===== config.mk =====
export PLATFORM = sky130hd
export DESIGN_NAME = mem_arbiter
export DESIGN_NICKNAME = d
export VERILOG_FILES = /design/src/rtl/mem_arbiter.sv
export SDC_FILE = /design/constraint.sdc
export NUM_CORES = 1
export LEC_CHECK = 0
export ABC_AREA = 1
export CAP_MARGIN = 40
export CORE_AREA = 2 2 203 205
export CTS_BUF_LIST = sky130_fd_sc_hd__clkbuf_8 sky130_fd_sc_hd__clkbuf_16
export CTS_CLUSTER_DIAMETER = 150
export CTS_CLUSTER_SIZE = 25
export DETAILED_ROUTE_END_ITERATION = 6
export DIE_AREA = 0 0 205 207
export GPL_TIMING_DRIVEN = 0
export HOLD_SLACK_MARGIN = 0.03
export PLACE_DENSITY = 0.65
export RECOVER_POWER = 25
export REMOVE_ABC_BUFFERS = 1
export SETUP_SLACK_MARGIN = 0.5
export SLEW_MARGIN = 15
export SYNTH_ARGS = -nofsm -noshare
export SYNTH_HDL_FRONTEND = slang
export SYNTH_SLANG_ARGS = --single-unit

===== constraint.sdc =====
create_clock -name clk -period 2.06 [get_ports clk]
set_input_delay 0.206 -clock clk [delete_from_list [all_inputs] [get_ports clk]]
set_output_delay 0.206 -clock clk [all_outputs]
set_load 0.01 [all_outputs]

===== src/rtl/mem_arbiter.sv =====
// mem_arbiter: arbitrates one instruction-fetch port and one data port onto a single-beat memory bus.
// Latency: grant in IDLE, one or more BUSY cycles until ready&last, then a one-cycle DONE response pulse.
// Backpressure: the memory bus stalls BUSY via oresp.ready; core requests are re-sampled only in IDLE.
//
// Ports:
//   clk, reset      - clock and synchronous active-high reset
//   ireq / iresp    - instruction fetch request / response (32-bit data, addr[2] selects the half)
//   dreq / dresp    - data request / response (full 64-bit data)
//   oreq / oresp    - memory bus request (driven only from holding registers) / response
// Configuration:
//   MEM_ARBITER_RR_EN - when defined, ties alternate strictly between the two sides and the
//                       starvation counter is not built; otherwise data wins ties until the
//                       instruction side has waited STARVE_LIMIT consecutive data grants.

typedef struct packed {
    logic        valid;
    logic [63:0] addr;
} ibus_req_t;

typedef struct packed {
    logic        addr_ok;
    logic        data_ok;
    logic [31:0] data;
} ibus_resp_t;

typedef struct packed {
    logic        valid;
    logic [63:0] addr;
    logic [2:0]  size;
    logic [7:0]  strobe;
    logic [63:0] data;
} dbus_req_t;

typedef struct packed {
    logic        addr_ok;
    logic        data_ok;
    logic [63:0] data;
} dbus_resp_t;

typedef struct packed {
    logic        valid;
    logic        is_write;
    logic [2:0]  size;
    logic [63:0] addr;
    logic [7:0]  strobe;
    logic [63:0] data;
    logic [3:0]  len;
} cbus_req_t;

typedef struct packed {
    logic        ready;
    logic        last;
    logic [63:0] data;
} cbus_resp_t;

module mem_arbiter #(
    parameter int STARVE_LIMIT = 8
) (
    input  logic       clk,
    input  logic       reset,
    input  ibus_req_t  ireq,
    output ibus_resp_t iresp,
    input  dbus_req_t  dreq,
    output dbus_resp_t dresp,
    output cbus_req_t  oreq,
    input  cbus_resp_t oresp
);

    localparam logic [2:0] MSIZE4 = 3'd2;
    localparam logic [3:0] MLEN1  = 4'd0;

    typedef enum logic [2:0] {
        IDLE,
        BUSY_I,
        BUSY_D,
        DONE_I,
        DONE_D
    } state_t;

    state_t      state;
    logic        oreq_vld;
    logic        i_ok;
    logic        d_ok;
    logic [63:0] hold_addr;
    logic [2:0]  hold_size;
    logic [7:0]  hold_strobe;
    logic [63:0] hold_data;
    logic        hold_write;
    logic [63:0] rdata;

    logic        i_pend;
    logic        d_pend;
    logic        grant_i;
    logic        grant_d;

`ifdef MEM_ARBITER_RR_EN
    // Side that won the previous grant; starts as instruction so data wins the first tie.
    logic        last_i;
`else
    localparam int             CW        = $clog2(STARVE_LIMIT + 1);
    localparam logic [CW-1:0]  CNT_LIMIT = CW'(STARVE_LIMIT);
    logic [CW-1:0]             starve_cnt;
`endif

    // A misaligned fetch is never issued by the core, so it is simply never considered pending.
    assign i_pend = ireq.valid && (ireq.addr[1:0] == 2'b00);
    assign d_pend = dreq.valid;

`ifdef MEM_ARBITER_RR_EN
    assign grant_i = i_pend && (!d_pend || !last_i);
`else
    assign grant_i = i_pend && (!d_pend || (starve_cnt == CNT_LIMIT));
`endif
    assign grant_d = d_pend && !grant_i;

    always_ff @(posedge clk) begin
        if (reset) begin
            state       <= IDLE;
            oreq_vld    <= 1'b0;
            i_ok        <= 1'b0;
            d_ok        <= 1'b0;
            hold_addr   <= '0;
            hold_size   <= '0;
            hold_strobe <= '0;
            hold_data   <= '0;
            hold_write  <= 1'b0;
            rdata       <= '0;
`ifdef MEM_ARBITER_RR_EN
            last_i      <= 1'b1;
`else
            starve_cnt  <= '0;
`endif
        end else begin
            case (state)
                IDLE: begin
                    if (grant_i) begin
                        hold_addr   <= ireq.addr;
                        hold_size   <= MSIZE4;
                        hold_strobe <= '0;
                        hold_data   <= '0;
                        hold_write  <= 1'b0;
                        oreq_vld    <= 1'b1;
                        state       <= BUSY_I;
`ifdef MEM_ARBITER_RR_EN
                        last_i      <= 1'b1;
`else
                        starve_cnt  <= '0;
`endif
                    end else if (grant_d) begin
                        hold_addr   <= dreq.addr;
                        hold_size   <= dreq.size;
                        hold_strobe <= dreq.strobe;
                        hold_data   <= dreq.data;
                        hold_write  <= |dreq.strobe;
                        oreq_vld    <= 1'b1;
                        state       <= BUSY_D;
`ifdef MEM_ARBITER_RR_EN
                        last_i      <= 1'b0;
`else
                        // Count only grants that made a waiting fetch wait longer.
                        if (!i_pend)
                            starve_cnt <= '0;
                        else if (starve_cnt != CNT_LIMIT)
                            starve_cnt <= starve_cnt + 1'b1;
`endif
                    end
                end
                BUSY_I: begin
                    if (oresp.ready && oresp.last) begin
                        rdata    <= oresp.data;
                        oreq_vld <= 1'b0;
                        i_ok     <= 1'b1;
                        state    <= DONE_I;
                    end
                end
                BUSY_D: begin
                    if (oresp.ready && oresp.last) begin
                        rdata    <= oresp.data;
                        oreq_vld <= 1'b0;
                        d_ok     <= 1'b1;
                        state    <= DONE_D;
                    end
                end
                DONE_I: begin
                    i_ok  <= 1'b0;
                    state <= IDLE;
                end
                DONE_D: begin
                    d_ok  <= 1'b0;
                    state <= IDLE;
                end
                default: begin
                    state <= IDLE;
                end
            endcase
        end
    end

    always_comb begin
        oreq          = '0;
        oreq.valid    = oreq_vld;
        oreq.is_write = hold_write;
        oreq.size     = hold_size;
        oreq.addr     = hold_addr;
        oreq.strobe   = hold_strobe;
        oreq.data     = hold_data;
        oreq.len      = MLEN1;

        iresp         = '0;
        iresp.addr_ok = i_ok;
        iresp.data_ok = i_ok;
        iresp.data    = hold_addr[2] ? rdata[63:32] : rdata[31:0];

        dresp         = '0;
        dresp.addr_ok = d_ok;
        dresp.data_ok = d_ok;
        dresp.data    = rdata;
    end

endmodule


==> impl_results.md, run 1 <==
* Crit-path cells: clkinvlp_4 > buf_12 > buf_16 > nand2_2 > nand2_1 > buf_2
* Initial DRC count at 808
* Antenna Nets Post-Route at 0
* CTS tree: yes
* Seq/Total Area, Yosys at 46.6%
* Delay-heaviest family, CP: buffers and inverters
* GPL Wtd Cong at 0.813
* Area Growth Syn to Fin at 120%
* Grt met3 use at 5.84%
* Fin crit share at 93.5%
* Max-Cap Viols at 0
* Clk root buf: clkbuf_16
* Depth of the CTS H-tree at 1
* Cells after Synth at 1358
* Slew HR at 58.4%
* Internal at 8.27 mW
* Worst hold path cell count at 2
* Die Wd at 205 um
* RSZ-0062 raised after global routing: yes
* Worst R2R End: hold_addr[6]
* Final core utilization at 50.1%
* Flop pwr share at 38.9%
* Vias/cell at 4.75
* Required time worst endpoint at 1.85 ns
* Static Leak at 9.69 nW
* GRT busiest layer: met2
* Crit end category: output pin
* Post-synth cell types at 20
* Slew Viols, Final at 0
* Final Hold Fails at 0
* Core outline area at 40400 um2
* Crit path kind: reg -> out
* Die height at 207 um
* Buffers on Ports at 513
* Worst path max stage delay at 0.43 ns
* Sw frac at 32.9%
* Initial antenna violation count at 1
* DR DRC count at 0
* Post-Synthesis Cell Area at 9200 um2
* I/O pins at 518
* Outcome: complete, no violations
* Skew-Pair Late Insertion Delay at 0.49 ns
* WL/cell at 20.4 um
* Largest net degree at the start of global routing at 100
* Final setup viols at 0
* Clock power share at 21.5%
* PD cells at 609 nW/um2
* Clk sinks at 214
* Maximum vdd drop at 0.721 mV
* Hold crit path type: in -> reg
* Avg Cell Area, Syn at 6.78 um2
* Critical path buffers and inverters at 4
* Startpoint Class: register
* Fill cell count at 3563
* Setup WS pre-CTS at -0.807 ns
* GR Overflow Total at 0
* Fin crit period at 1.93 ns
* Ys Warns at 0
* Hold_buf cts at 0
* FP Rows at 74
* Worst Tran Pin Value at 0.624 ns
* Comb power frac at 39.7%
* Highest-delay cell along the critical path: dfxtp_4
* Met1 Use GR at 22.6%
* Hold Path End: hold_data[22]
* Internal reg-to-reg setup slack at 0.16 ns
* R2r startpoint: state[1]
* Setup TNS at 0 ns
* Num CTS Buffers at 12
* Net Sw Power at 4.05 mW
* Synth Register Bits at 214
* Via count of the first global-routing pass at 11187
* R2R depth at 14
* Dpl hpwl at 26.2 mm
* M2 GR Usage at 34.9%
* Starting Density at 22.8%
* Hold Startpoint: reset
* Die area at 42400 um2
* First-pass GRT wire length at 65.6 mm
* GR Util All Layers at 19.9%
* Layout cells sized above 1 at 31.7%
* Clk pin slew, worst setup/hold paths at 0.11 ns
* Final wirelength at 50.8 mm
* Critical Path Fanout Max at 7
* Worst Path Arrival at 1.72 ns
* Final Cell Area at 20200 um2
* Layout Nets at 2229
* Max Clk Rate at 519 MHz
* Placed Instance Area at 15000 um2
* Via count at 11824
* Clock buffer depth at 3
* Clk_skew at 0.0260 ns
* Setup ws final at 0.134 ns
* Drt pass-1 iters at 7
-- through the flow --
step | total power, mW | hold slack, ns | cells
after floorplan | 5.98 | 0.275 | 1249
after global placement | 7.76 | 0.451 | 2294
after detailed placement | 7.91 | 0.455 | 2312
after CTS | 11.7 | 0.0640 | 2438
after global routing | 12.9 | 0.165 | 2487
final | 12.3 | 0.165 | 2487
-- worst max-delay path by stage --
stage / from / slack, ns / depth (start not counted) / end
final: hold_addr[2] / 0.13 / 6 / iresp[7]
after global routing: hold_addr[2] / 0.07 / 6 / iresp[19]
after CTS: hold_addr[2] / 0.14 / 5 / iresp[28]
after detailed placement: ireq[0] / -0.81 / 11 / hold_addr[62]
after global placement: reset / -6.92 / 4 / rdata[42]
after floorplan: starve_cnt[0] / -2.50 / 9 / hold_addr[10]
-- logic make-up (layout without fill, tap and decap cells) --
group / after synthesis / in the layout / synth area share, %
compound gates: 156 / 156 / 8.72
flops: 214 / 214 / 46.6
fa+ha+maj: 2 / 2 / 0.272
simple gates: 796 / 797 / 35.4
other cells: 1 / 5 / 0.0407
buf+inv: 189 / 781 / 8.97
-- cell type report --
| type | count | area [um2] | area share (%) |
|---|---|---|---|
| repair buffers | 689 | 8340 | 41.2 |
| multi-input cells | 959 | 6250 | 30.9 |
| flip-flops and latches | 214 | 4320 | 21.3 |
| well taps | 532 | 666 | 3.29 |
| clock buffers | 13 | 325 | 1.61 |
| inverters | 77 | 322 | 1.59 |
| clock inverters | 1 | 16.3 | 0.0803 |
| repair inverters | 1 | 8.76 | 0.0433 |
| diodes | 1 | 2.50 | 0.0124 |
-- what timing repair did --
item / in CTS / in global routing
buffers inserted: 67 / 29
resized for setup: 364 / 642
endpoints found under the hold margin: 0 / 0
cloned: 45 / 19
setup endpoints to repair: 450 / 434
pin swaps: 83 / 132
-- power by group through the flow --
stage / combinational, mW / clock, mW / sequential, mW
2_1_floorplan: 1.01 / 0 / 4.97
3_3_place_gp: 2.94 / 0 / 4.82
3_5_place_dp: 3.07 / 0 / 4.84
4_1_cts: 4.20 / 2.74 / 4.76
5_1_grt: 5.17 / 2.87 / 4.83
6_report: 4.89 / 2.65 / 4.79
-- flip-flops by register name (all words and copies together), names as in the netlist --
register,count
hold_data,64
d_ok,1
starve_cnt,4
i_ok,1
oreq_vld,1
hold_addr,64
hold_size,3
hold_strobe,8
rdata,64
state,3
hold_write,1
-- cells in the final DEF (no fill, tap or decap), types with 21 or more instances in the layout --
| cell | n |
|---|---|
| clkdlybuf4s50_1 | 270 |
| nand2_1 | 232 |
| nor2_1 | 202 |
| dfxtp_1 | 192 |
| dlymetal6s2s_1 | 98 |
| nand3_2 | 80 |
| nand3_1 | 79 |
| a21oi_2 | 76 |
| clkdlybuf4s25_1 | 69 |
| inv_1 | 65 |
| buf_16 | 60 |
| nand3_4 | 52 |
| nand2_2 | 50 |
| buf_6 | 48 |
| o21ai_0 | 42 |
| clkbuf_1 | 41 |
| nand2_4 | 35 |
| nor2_4 | 33 |
| buf_4 | 32 |
| clkbuf_16 | 28 |
| nor2_2 | 26 |
| o21ai_1 | 21 |
-- cells in the mapped netlist --
master | number | area share, %
a21oi_1 | 85 | 4.6
a21oi_4 | 1 | 0.18
buf_1 | 11 | 0.45
buf_2 | 48 | 2.6
buf_4 | 15 | 1.2
clkbuf_1 | 38 | 1.6
conb_1 | 1 | 0.041
dfxtp_1 | 214 | 47
ha_1 | 2 | 0.27
inv_1 | 72 | 2.9
inv_2 | 5 | 0.20
nand2_1 | 320 | 13
nand3_1 | 211 | 11
nand4_1 | 4 | 0.27
nor2_1 | 261 | 11
o211ai_1 | 1 | 0.082
o21ai_0 | 59 | 3.2
o21ai_1 | 7 | 0.38
o21bai_1 | 1 | 0.082
o31ai_1 | 2 | 0.16
-- worst register-to-register path: stages (launching register included) --
cell and delay (ns):
dfxtp_1 0.37, inv_2 0.06, buf_12 0.12, nand3_4 0.09, a21oi_4 0.05, buf_12 0.15, buf_16 0.13, buf_16 0.14
buf_12 0.14, buf_12 0.13, clkbuf_16 0.16, nor2_4 0.09, nor2_2 0.04, nand2_1 0.09, inv_1 0.04
-- layer usage --
| layer | share of wire (%) | routed length [um] |
|---|---|---|
| met1 | 37 | 18700 |
| met2 | 49 | 25000 |
| met3 | 8.6 | 4350 |
| met4 | 5.2 | 2660 |
| met5 | 0 | 0 |
Power figures use the tool's default switching activity.
==> run 2: changes to the inputs <==
CORE_AREA = 3 3 198 200   (was 2 2 203 205)
DIE_AREA = 0 0 201 203   (was 0 0 205 207)
GPL_ROUTABILITY_DRIVEN = 0   (was default)
PLACE_DENSITY = 0.67   (was 0.65)
==> impl_results.md, run 2 (synthesis gave the netlist of run 1 again) <==
* Crit-path cells: buf_4 > buf_6 > clkbuf_16 > nand2_1 > nand2_2 > buf_6 (was clkinvlp_4 > buf_12 > buf_16 > nand2_2 > nand2_1 > buf_2)
* Slew HR at 57.4% (was 58.4%)
* Depth of the CTS H-tree at 1 (unchanged)
* First-pass GRT wire length at 66.6 mm (was 65.6 mm)
* Final core utilization at 49.5% (was 50.1%)
* Maximum vdd drop at 0.677 mV (was 0.721 mV)
* Slew Viols, Final at 0 (unchanged)
* Dpl hpwl at 28.0 mm (was 26.2 mm)
* Sequential Area at 4330 um2 (was 4320 um2)
* Setup WS pre-CTS at -0.787 ns (was -0.807 ns)
* Final wirelength at 49.5 mm (was 50.8 mm)
* Initial DRC count at 600 (was 808)
* Static Leak at 8.23 nW (was 9.69 nW)
* RSZ-0062 raised after global routing: yes (unchanged)
* GR Overflow Total at 0 (unchanged)
* Worst Tran Pin Value at 0.635 ns (was 0.624 ns)
* Critical Path Fanout Max at 6 (was 7)
* Biggest regs: hold_addr x64, hold_data x64, rdata x64 (unchanged)
* Worst path max stage delay at 0.39 ns (was 0.43 ns)
* Layout Nets at 2196 (was 2229)
* WHS at 0.143 ns (was 0.165 ns)
* Outcome: complete, no violations (unchanged)
* Fin crit share at 90.5% (was 93.5%)
* Clk_skew at 0.0133 ns (was 0.0260 ns)
* Most frequent cells in the layout: nand2_1, clkdlybuf4s50_1, dfxtp_1 (was clkdlybuf4s50_1, nand2_1, nor2_1)
* Crit-path most repeated cell: buf_6
* Crit path kind: reg -> out (unchanged)
* Via count at 11817 (was 11824)
* Drt pass-1 iters at 5 (was 7)
* Hold crit path type: in -> reg (unchanged)
* Fill cell count at 3470 (was 3563)
* PD cells at 644 nW/um2 (was 609 nW/um2)
* Layout cells sized above 1 at 25.2% (was 31.7%)
* CTS tree: yes (unchanged)
* Vias/cell at 4.86 (was 4.75)
* Largest net degree at the start of global routing at 99 (was 100)
* Multi-input gate area at 5520 um2 (was 6250 um2)
* Placed Instances at 2290 (was 2312)
* Required time worst endpoint at 1.85 ns (about the same)
* Core outline area at 37600 um2 (was 40400 um2)
* FP Rows at 71 (was 74)
* Clock buffer depth at 3 (unchanged)
* Highest-delay cell along the critical path: dfxtp_4 (unchanged)
* Clk root buf: clkbuf_16 (unchanged)
* Fin cells at 2433 (was 2487)
* Final setup viols at 0 (unchanged)
* Skew-Pair Late Insertion Delay at 0.48 ns (was 0.49 ns)
* I/O pins at 518 (unchanged)
* Commonest non-fill, non-tap cell in the layout: nand2_1 (was clkdlybuf4s50_1)
* Starting Density at 24.5% (was 22.8%)
* Area Growth Syn to Fin at 102% (was 120%)
* Num CTS Buffers at 12 (unchanged)
* Clk sinks at 214 (unchanged)
* Via count of the first global-routing pass at 11225 (was 11187)
* GR Util All Layers at 20.6% (was 19.9%)
* Buffers on Ports at 513 (unchanged)
* Startpoint Class: register (unchanged)
* Fin crit period at 1.86 ns (was 1.93 ns)
* Antenna Nets Post-Route at 0 (unchanged)
* DR DRC count at 0 (unchanged)
* Final Hold Fails at 0 (unchanged)
* Die height at 203 um (was 207 um)
* Max-Cap Viols at 0 (unchanged)
* Setup ws final at 0.195 ns (was 0.134 ns)
* Worst Path Arrival at 1.66 ns (was 1.72 ns)
* Die Wd at 201 um (was 205 um)
* Clk pin slew, worst setup/hold paths at 0.10 ns (was 0.11 ns)
* WL/cell at 20.4 um (about the same)
* Die area at 40800 um2 (was 42400 um2)
* Hold_buf cts at 0 (unchanged)
* Max Clk Rate at 536 MHz (was 519 MHz)
* Crit end category: output pin (unchanged)
* Initial antenna violation count at 1 (unchanged)
-- run 2: changes by cell type in the layout (fill, tap and decap cells not counted), moves of 22 or more --
cell            before  now
nor2_1             202  180
nand3_2             80   46
a21oi_1              9   53
a21oi_2             76   32
nand3_1             79  137
nand2_4             35   12
dlymetal6s2s_1      98   20
o21ai_0             42   20
nand3_4             52   28
nand2_1            232  275
dlygate4sd2_1        0   79
-- run 2: power breakdown --
part           switching, mW  internal, mW
clock                   1.47          1.15
sequential             0.289          4.51
combinational           2.13          2.42
-- run 2: per-stage QoR --
stage               power (mW)  instance area (um2)  TNS (ns)
floorplan                 5.98                 8680   -380.20
global placement          7.77                14500  -1325.49
detailed placement        7.87                14900    -68.07
CTS                       11.5                17100         0
global route              12.5                18600         0
finish                    12.0                18600         0
-- run 2: path summary, 6_finish.rpt --
path	startpoint	end	slack (ns)	depth (start not counted)
setup reg to reg	state[1]	hold_addr[51]	0.27	13
setup / recovery	hold_addr[2]	iresp[2]	0.20	6
hold / removal	reset	hold_data[40]	0.14	2
hold reg to reg	hold_strobe[6]	hold_strobe[6]	0.46	2
-- run 2: cell type report --
cell class	instances	area share, %
Tap cell	511	3.44
Inverter	77	1.77
Clock buffer	13	1.75
Clock inverter	1	0.0875
Timing Repair inverter	2	0.0942
Multi-Input combinational cell	962	29.7
Sequential cell	214	23.3
Timing Repair Buffer	652	39.9
Antenna cell	1	0.0135
-- run 2: layer usage --
metal | track usage (%) | wire (um)
met5 | 0 | 0
met4 | 7.25 | 2590
met1 | 22.4 | 17700
met2 | 38.2 | 25200
met3 | 5.88 | 4050
-- run 2: worst max-delay path: cells and delay by family, from the launching register on --
family / cells / cell delay [ns]
flops: 1 / 0.39
buf+inv: 4 / 0.57
simple gates: 2 / 0.21
-- run 2: repair_timing --
| item | CTS | global route |
|---|---|---|
| pin swaps | 78 | 100 |
| buffers inserted | 64 | 12 |
| gates resized for setup | 427 | 438 |
| gates cloned | 32 | 20 |
| setup endpoints to repair | 451 | 349 |
